$ cat config.mk
export PLATFORM = sky130hd
export DESIGN_NAME = qbank_write_scheduler
export DESIGN_NICKNAME = d
export VERILOG_FILES = /design/src/rtl/qbank_write_scheduler.sv
export SDC_FILE = /design/constraint.sdc
export NUM_CORES = 1
export LEC_CHECK = 0
export BUFFER_PORTS_ARGS = -buffer_cell sky130_fd_sc_hd__buf_2
export CELL_PAD_IN_SITES_DETAIL_PLACEMENT = 1
export CELL_PAD_IN_SITES_GLOBAL_PLACEMENT = 1
export CORE_MARGIN = 8
export CORE_UTILIZATION = 48
export CTS_CLUSTER_SIZE = 40
export DETAILED_ROUTE_END_ITERATION = 7
export GPL_TIMING_DRIVEN = 0
export MAX_ROUTING_LAYER = met4
export PLACE_DENSITY = 0.76
export SLEW_MARGIN = 20
export SYNTH_ARGS = -nofsm -noshare
export SYNTH_HDL_FRONTEND = slang
export SYNTH_SLANG_ARGS = --single-unit
$ cat constraint.sdc
create_clock -name clk -period 2.25 [get_ports clk]
set_input_delay 0.1125 -clock clk [delete_from_list [all_inputs] [get_ports clk]]
set_output_delay 0.1125 -clock clk [all_outputs]
set_load 0.01 [all_outputs]
$ cat src/rtl/qbank_write_scheduler.sv
// Queues Q-bank update requests and replays each as a SETUP/WRITE/HOLD write to one action bank.
// Define QSCHED_BROADCAST_EN to add req_bcast, which writes the entry into all 16 banks at once.
module qbank_write_scheduler #(
  parameter int STATE_W    = 6,
  parameter int DATA_W     = 16,
  parameter int FIFO_DEPTH = 4,
  parameter int WR_CYCLES  = 1
) (
  input  logic               clk,
  input  logic               rst,
  input  logic               req_valid,
  output logic               req_ready,
  input  logic [3:0]         req_action,
  input  logic [STATE_W-1:0] req_state,
  input  logic [DATA_W-1:0]  req_data,
`ifdef QSCHED_BROADCAST_EN
  input  logic               req_bcast,
`endif
  output logic [15:0]        bank_en,
  output logic [STATE_W-1:0] bank_addr,
  output logic [DATA_W-1:0]  bank_wdata,
  output logic               busy,
  output logic               done
);

  localparam int PTR_W = $clog2(FIFO_DEPTH);
  localparam int CNT_W = PTR_W + 1;
  localparam logic [CNT_W-1:0] FULL_CNT = CNT_W'(FIFO_DEPTH);
  localparam logic [3:0] WR_LOAD = 4'(WR_CYCLES - 1);

  localparam logic [1:0] S_IDLE  = 2'd0;
  localparam logic [1:0] S_SETUP = 2'd1;
  localparam logic [1:0] S_WRITE = 2'd2;
  localparam logic [1:0] S_HOLD  = 2'd3;

  logic [3:0]         act_mem   [FIFO_DEPTH];
  logic [STATE_W-1:0] state_mem [FIFO_DEPTH];
  logic [DATA_W-1:0]  data_mem  [FIFO_DEPTH];
`ifdef QSCHED_BROADCAST_EN
  logic               bcast_mem [FIFO_DEPTH];
  logic               work_bcast;
`endif

  logic [PTR_W-1:0] wr_ptr;
  logic [PTR_W-1:0] rd_ptr;
  logic [CNT_W-1:0] occupancy;
  logic [CNT_W-1:0] occ_next;
  logic             fifo_empty;
  logic             push;
  logic             pop;

  logic [1:0] state;
  logic [3:0] cnt;
  logic [3:0] work_action;

  assign fifo_empty = (occupancy == '0);
  // req_ready is already !full, so a full FIFO never pushes even when popping.
  assign push = req_valid && req_ready;
  assign pop  = !fifo_empty && ((state == S_IDLE) || (state == S_HOLD));

  always_comb begin
    occ_next = occupancy;
    if (push && !pop) begin
      occ_next = occupancy + CNT_W'(1);
    end else if (!push && pop) begin
      occ_next = occupancy - CNT_W'(1);
    end
  end

  always_ff @(posedge clk) begin
    if (push) begin
      act_mem[wr_ptr]   <= req_action;
      state_mem[wr_ptr] <= req_state;
      data_mem[wr_ptr]  <= req_data;
`ifdef QSCHED_BROADCAST_EN
      bcast_mem[wr_ptr] <= req_bcast;
`endif
    end
  end

  always_ff @(posedge clk) begin
    if (rst) begin
      wr_ptr    <= '0;
      rd_ptr    <= '0;
      occupancy <= '0;
      req_ready <= 1'b1;
    end else begin
      if (push) begin
        wr_ptr <= wr_ptr + PTR_W'(1);
      end
      if (pop) begin
        rd_ptr <= rd_ptr + PTR_W'(1);
      end
      occupancy <= occ_next;
      req_ready <= (occ_next != FULL_CNT);
    end
  end

  // Working registers double as the bank address/data outputs, so they only move on a pop.
  always_ff @(posedge clk) begin
    if (rst) begin
      state       <= S_IDLE;
      cnt         <= '0;
      work_action <= '0;
      bank_addr   <= '0;
      bank_wdata  <= '0;
`ifdef QSCHED_BROADCAST_EN
      work_bcast  <= 1'b0;
`endif
    end else begin
      if (pop) begin
        work_action <= act_mem[rd_ptr];
        bank_addr   <= state_mem[rd_ptr];
        bank_wdata  <= data_mem[rd_ptr];
`ifdef QSCHED_BROADCAST_EN
        work_bcast  <= bcast_mem[rd_ptr];
`endif
      end
      case (state)
        S_IDLE: begin
          if (pop) begin
            state <= S_SETUP;
          end
        end
        S_SETUP: begin
          state <= S_WRITE;
          cnt   <= WR_LOAD;
        end
        S_WRITE: begin
          if (cnt == '0) begin
            state <= S_HOLD;
          end else begin
            cnt <= cnt - 4'd1;
          end
        end
        S_HOLD: begin
          state <= pop ? S_SETUP : S_IDLE;
        end
        default: begin
          state <= S_IDLE;
        end
      endcase
    end
  end

  always_comb begin
    bank_en = '0;
    if (state == S_WRITE) begin
`ifdef QSCHED_BROADCAST_EN
      bank_en = work_bcast ? 16'hFFFF : (16'd1 << work_action);
`else
      bank_en = 16'd1 << work_action;
`endif
    end
  end

  assign done = (state == S_HOLD);
  assign busy = !fifo_empty || (state != S_IDLE);

endmodule

**Word level (Yosys, flattened, before mapping)**

Memories as Yosys holds them, arrays and structs flattened. A register that Yosys moved wholly into a read port is not among the register bits.
Index checks and enable logic that the tools add are counted.

- Bits in registers: 14
- Memories kept: 3
- Memory bits (writable): 104
- Bits of input ports: 29

- Multiplexer cells: 11
- Shift operators: 1
- Equality and inequality tests: 7
- Reductions and logical operators: 16
- Add/subtract/negate cells: 5

Memories:

| memory | depth | bits a word | read ports | clocked after memory_dff | write ports | line | source |
|---|---|---|---|---|---|---|---|
| data_mem | 4 | 16 | 1 | 1 | 1 | 38 | `logic [DATA_W-1:0] data_mem [FIFO_DEPTH];` |
| state_mem | 4 | 6 | 1 | 1 | 1 | 37 | `logic [STATE_W-1:0] state_mem [FIFO_DEPTH];` |
| act_mem | 4 | 4 | 1 | 1 | 1 | 36 | `logic [3:0] act_mem [FIFO_DEPTH];` |

Operators with widths:

| kind | number |
|---|---|
| $mux 16 | 1 |
| $shl 1x4->16 const A | 1 |
| $pmux 2 s4 | 1 |
| $pmux 4 s2 | 1 |
| $mux 3 | 2 |
| $ne 2x2->1 const B | 3 |
| $add 2x1->2 const B | 2 |
| $eq 2x2->1 const B | 2 |
| $logic_and 1x1->1 | 4 |
| $logic_not 4->1 | 1 |
| $mux 2 | 2 |
| $mux 4 | 1 |
| $reduce_and 2->1 | 2 |
| $reduce_bool 2->1 | 2 |
| $sub 4x1->4 const B | 1 |
| $add 3x1->3 const B | 1 |
| $logic_not 1->1 | 3 |
| $logic_not 3->1 | 1 |
| $mux 1 | 3 |
| $ne 3x3->1 const B | 1 |
| $sub 3x1->3 const B | 1 |
| $eq 2x1->1 const B | 1 |
| $logic_not 2->1 | 1 |
| $logic_or 1x1->1 | 2 |

**Logic depth before layout (Yosys ltp)**

- Depth in word-level cells: 7
- Mapped depth: 8
- Gate-level depth less buffers: 6

**Worst setup path before layout**

Ideal clock, no wire load.

- Path kind: register to register
- Start: reg wr_ptr[0]
- End: mem act_mem[2][0] (enable)
- Path slack: 0.629 ns
- Cell stages (with the launch flop): 4
- Data arrival time: 1.236 ns
- Data required time: 1.865 ns
- Buffers on the path: 0
- Library setup time: 0.385 ns
- Path through: dfxtp_1 inv_1 ha_1 and3_1

RTL lines:

| what | line | source |
|---|---|---|
| start: declaration | 44 | `logic [PTR_W-1:0] wr_ptr;` |
| start signal: assignment | 89 | `wr_ptr <= wr_ptr + PTR_W'(1);` |
| end: declaration | 36 |  |

No word-level cell before the write port.

**Final worst setup path**

- Start: reg state[0]
- End: out bank_en[0]

- Word-level cells in the longest chain between the ends: 2

RTL lines:

| what | line | source |
|---|---|---|
| start: declaration | 52 | `logic [1:0] state;` |
| start signal: assignment | 137 | `state <= pop ? S_SETUP : S_IDLE;` |
| $eq 2x2->1 | 148 | `if (state == S_WRITE) begin` |
| $mux 16 | 148 |  |
| end: declaration | 19 | `output logic [15:0] bank_en,` |

No other way between the ends.

==> metrics.txt <==
outcome=finished, final reports clean; Tightest Hold Check Type=input port to register; Post-Syn Area per Cell=15.1 um2; FF-to-FF path depth=8; DRC=0; sequential area share after synthesis=0.686; CTS clk-pin slew, worst paths=0.06 ns; WP buf/inv=2; Vias/cell=5.38; clk_skew=0.00915 ns; worst-path fanout max=8; CP top delay family=simple AND/OR/NAND/NOR gates; Synth async-reset ratio=0; DP HPWL=8040 um; IO Port Bufs=69; CP startpoint kind=register; Max Freq=476 MHz; setup TNS=0 ns; Vias=3514; max-slew violations=0; post-CTS setup buffers=0; final hold viol count=0; Clk Latency, worst-skew pair=0.43 ns; number of global-route vias before repair=3926; core area=11800 um2; Tmin final=2.10 ns; Critical-path top delay cell=or3b_2; Leakage=0.00268 uW; GRT Util Overall=0.181; Worst Setup EP=bank_en[0]; Crit path depth=5; CTS tree=yes; dpl ws=0.283 ns; Die Span Y=125 um; Synth Warn #=0; PwrDens=1280 nW/um2; post-DR wirelength/cell=19.8 um; largest area contributor in the synthesized netlist=edfxtp_1; Mapped Nets=420; Crit. Startpoint=state[0]; R2R Setup Slk=0.30 ns; CP Class=register to output pin; largest net degree at the start of global routing=27; Initial Util=0.484; post-synthesis register bit count=144; unrepaired setup endpoints after global routing=false; Final GP Congestion=0.800; Post-synth top cells=edfxtp_1, nand2_1, dfxtp_1; Core Rows=40; Die Wd=125 um; Worst EP arrival=1.99 ns; worst hold margin=0.135 ns; Overall Power=9140 uW; final WL=12900 um; global route overflow=0; first-pass GRT wire length=20900 um; maximum vdd drop=0.000708 V; Main synth FF type=edfxtp_1; IO Pins=70; NumNets Final=535; P&R area growth vs syn=24.9%; most frequent cell after synthesis=edfxtp_1; part of the cycle the worst path needs=0.933; WP data required=2.14 ns; diode count=0; Worst R2R Start=state[0]; Yosys cell types=44; initial drt markers=191; crit path capture type=output pin; clk sinks=144; count of flip-flops with a built-in enable after synthesis=104; max_slew headroom=0.506; area share of the leading cell type in the synthesized netlist=0.546; initial antenna violation count=0; Cell Area, Synth=5720 um2; Setup violations, final=0; worst reg2reg endpoint=bank_wdata[4]; Clk Tree Root Cell=clkbuf_16; Mapped Cells=378; htree depth=4; layout cell share with drive strength beyond 1=0.285; largest cells by area after synthesis=edfxtp_1, dfxtp_1, mux4_2, nand2_1, mux4_1; worst slew pin tran=0.741 ns; Max clock buf depth=2; Routed Antenna Nets=0; Max-Cap Viols=0; DR pass1 iterations=5; die area=15700 um2; Largest stage delay, worst path=0.53 ns; cts bufs inserted=17; worst-path cell chain=inv_1 > ha_2 > or3b_2 > nor3_1 > buf_2; final worst slack=0.151 ns
==> metrics by stage <==
stage	util	cells	cell area (um2)
4_1_cts	0.605	653	7140
2_1_floorplan	-	378	5720
3_3_place_gp	0.529	594	6250
3_5_place_dp	0.530	594	6250
6_report	0.605	653	7140
5_1_grt	0.605	653	7140
==> area by class of cell <==
cell class | count | area (um2)
Fill cell | 1133 | 4670
Timing Repair Buffer | 96 | 616
Multi-Input combinational cell | 206 | 1640
Inverter | 10 | 37.5
Sequential cell | 144 | 3920
Tap cell | 147 | 184
Clock buffer | 17 | 425
Clock inverter | 15 | 191
Buffer | 18 | 129
==> repair_timing <==
action | 4_1_cts | 5_1_grt
endpoints found under the setup margin | 0 | 4
gates resized for setup | 0 | 1
hold buffers | 27 | 0
hold endpoints to repair | 105 | 0
==> sequential cells by signal, summed over array words and instances (netlist names), 3 cells and up <==
signal       count
act_mem         16
state_mem       24
cnt              4
bank_wdata      16
work_action      4
bank_addr        6
data_mem        64
occupancy        3
==> layer usage <==
metal	share of wire	up-vias	GRT usage
li1	-	1640	-
met1	0.41	1785	0.193
met2	0.54	78	0.311
met3	0.041	11	0.0574
met4	0.0092	0	0.0695
met5	0	-	-
==> how the worst min path moves through the flow <==
stage | start | endpoint | slack (ns) | cells past startpoint
floorplan | req_action[0] | act_mem[0][0] | 0.21 | 0
global placement | req_data[11] | data_mem[1][11] | 0.32 | 1
detailed placement | req_data[8] | data_mem[1][8] | 0.33 | 1
CTS | req_valid | wr_ptr[1] | 0.11 | 4
global route | req_valid | wr_ptr[1] | 0.16 | 4
finish | req_valid | wr_ptr[1] | 0.14 | 4
==> worst register-to-register path, delay by kind of cell (launching register included) <==
family          cells  cell delay, ns
buf+inv             4            0.72
flops               1            0.41
simple gates        2            0.31
fa+ha+maj           1            0.28
compound gates      1            0.16
==> where the power goes <==
group | switching [uW] | internal, uW | leakage [uW]
sequential | 247 | 3360 | 0.00128
clock | 1100 | 1850 | 0.000303
combinational | 1530 | 1060 | 0.00110
total | 2880 | 6260 | 0.00268
==> placed cells by master, fill, tap and decap left out, types with 5 or more instances in the layout <==
| cell | Yosys | layout |
|---|---|---|
| mux4_2 | 18 | 18 |
| ha_1 | 13 | 12 |
| mux4_1 | 8 | 8 |
| edfxtp_1 | 104 | 104 |
| nand2_1 | 59 | 59 |
| clkbuf_1 | 5 | 5 |
| clkinv_2 | 0 | 6 |
| clkbuf_16 | 0 | 17 |
| nor2_1 | 19 | 19 |
| nor3_1 | 10 | 10 |
| inv_1 | 10 | 10 |
| buf_2 | 8 | 77 |
| dfxtp_1 | 40 | 40 |
| dlygate4sd3_1 | 0 | 27 |
| a21oi_1 | 31 | 31 |
| nand3_1 | 5 | 5 |
==> kinds of logic (layout without fill, tap and decap cells) <==
kind of cell,after synthesis,count (layout),share of synthesized area
AOI/OAI and AO/OA,43,43,0.0424
xor gates and xnor gates,5,5,0.00766
adders and majority gates,13,13,0.0284
buffers and inverters,28,156,0.0291
DFF,144,144,0.686
muxes,27,27,0.109
and+or+nand+nor,118,118,0.0971
(Power assumes the default switching activity.)
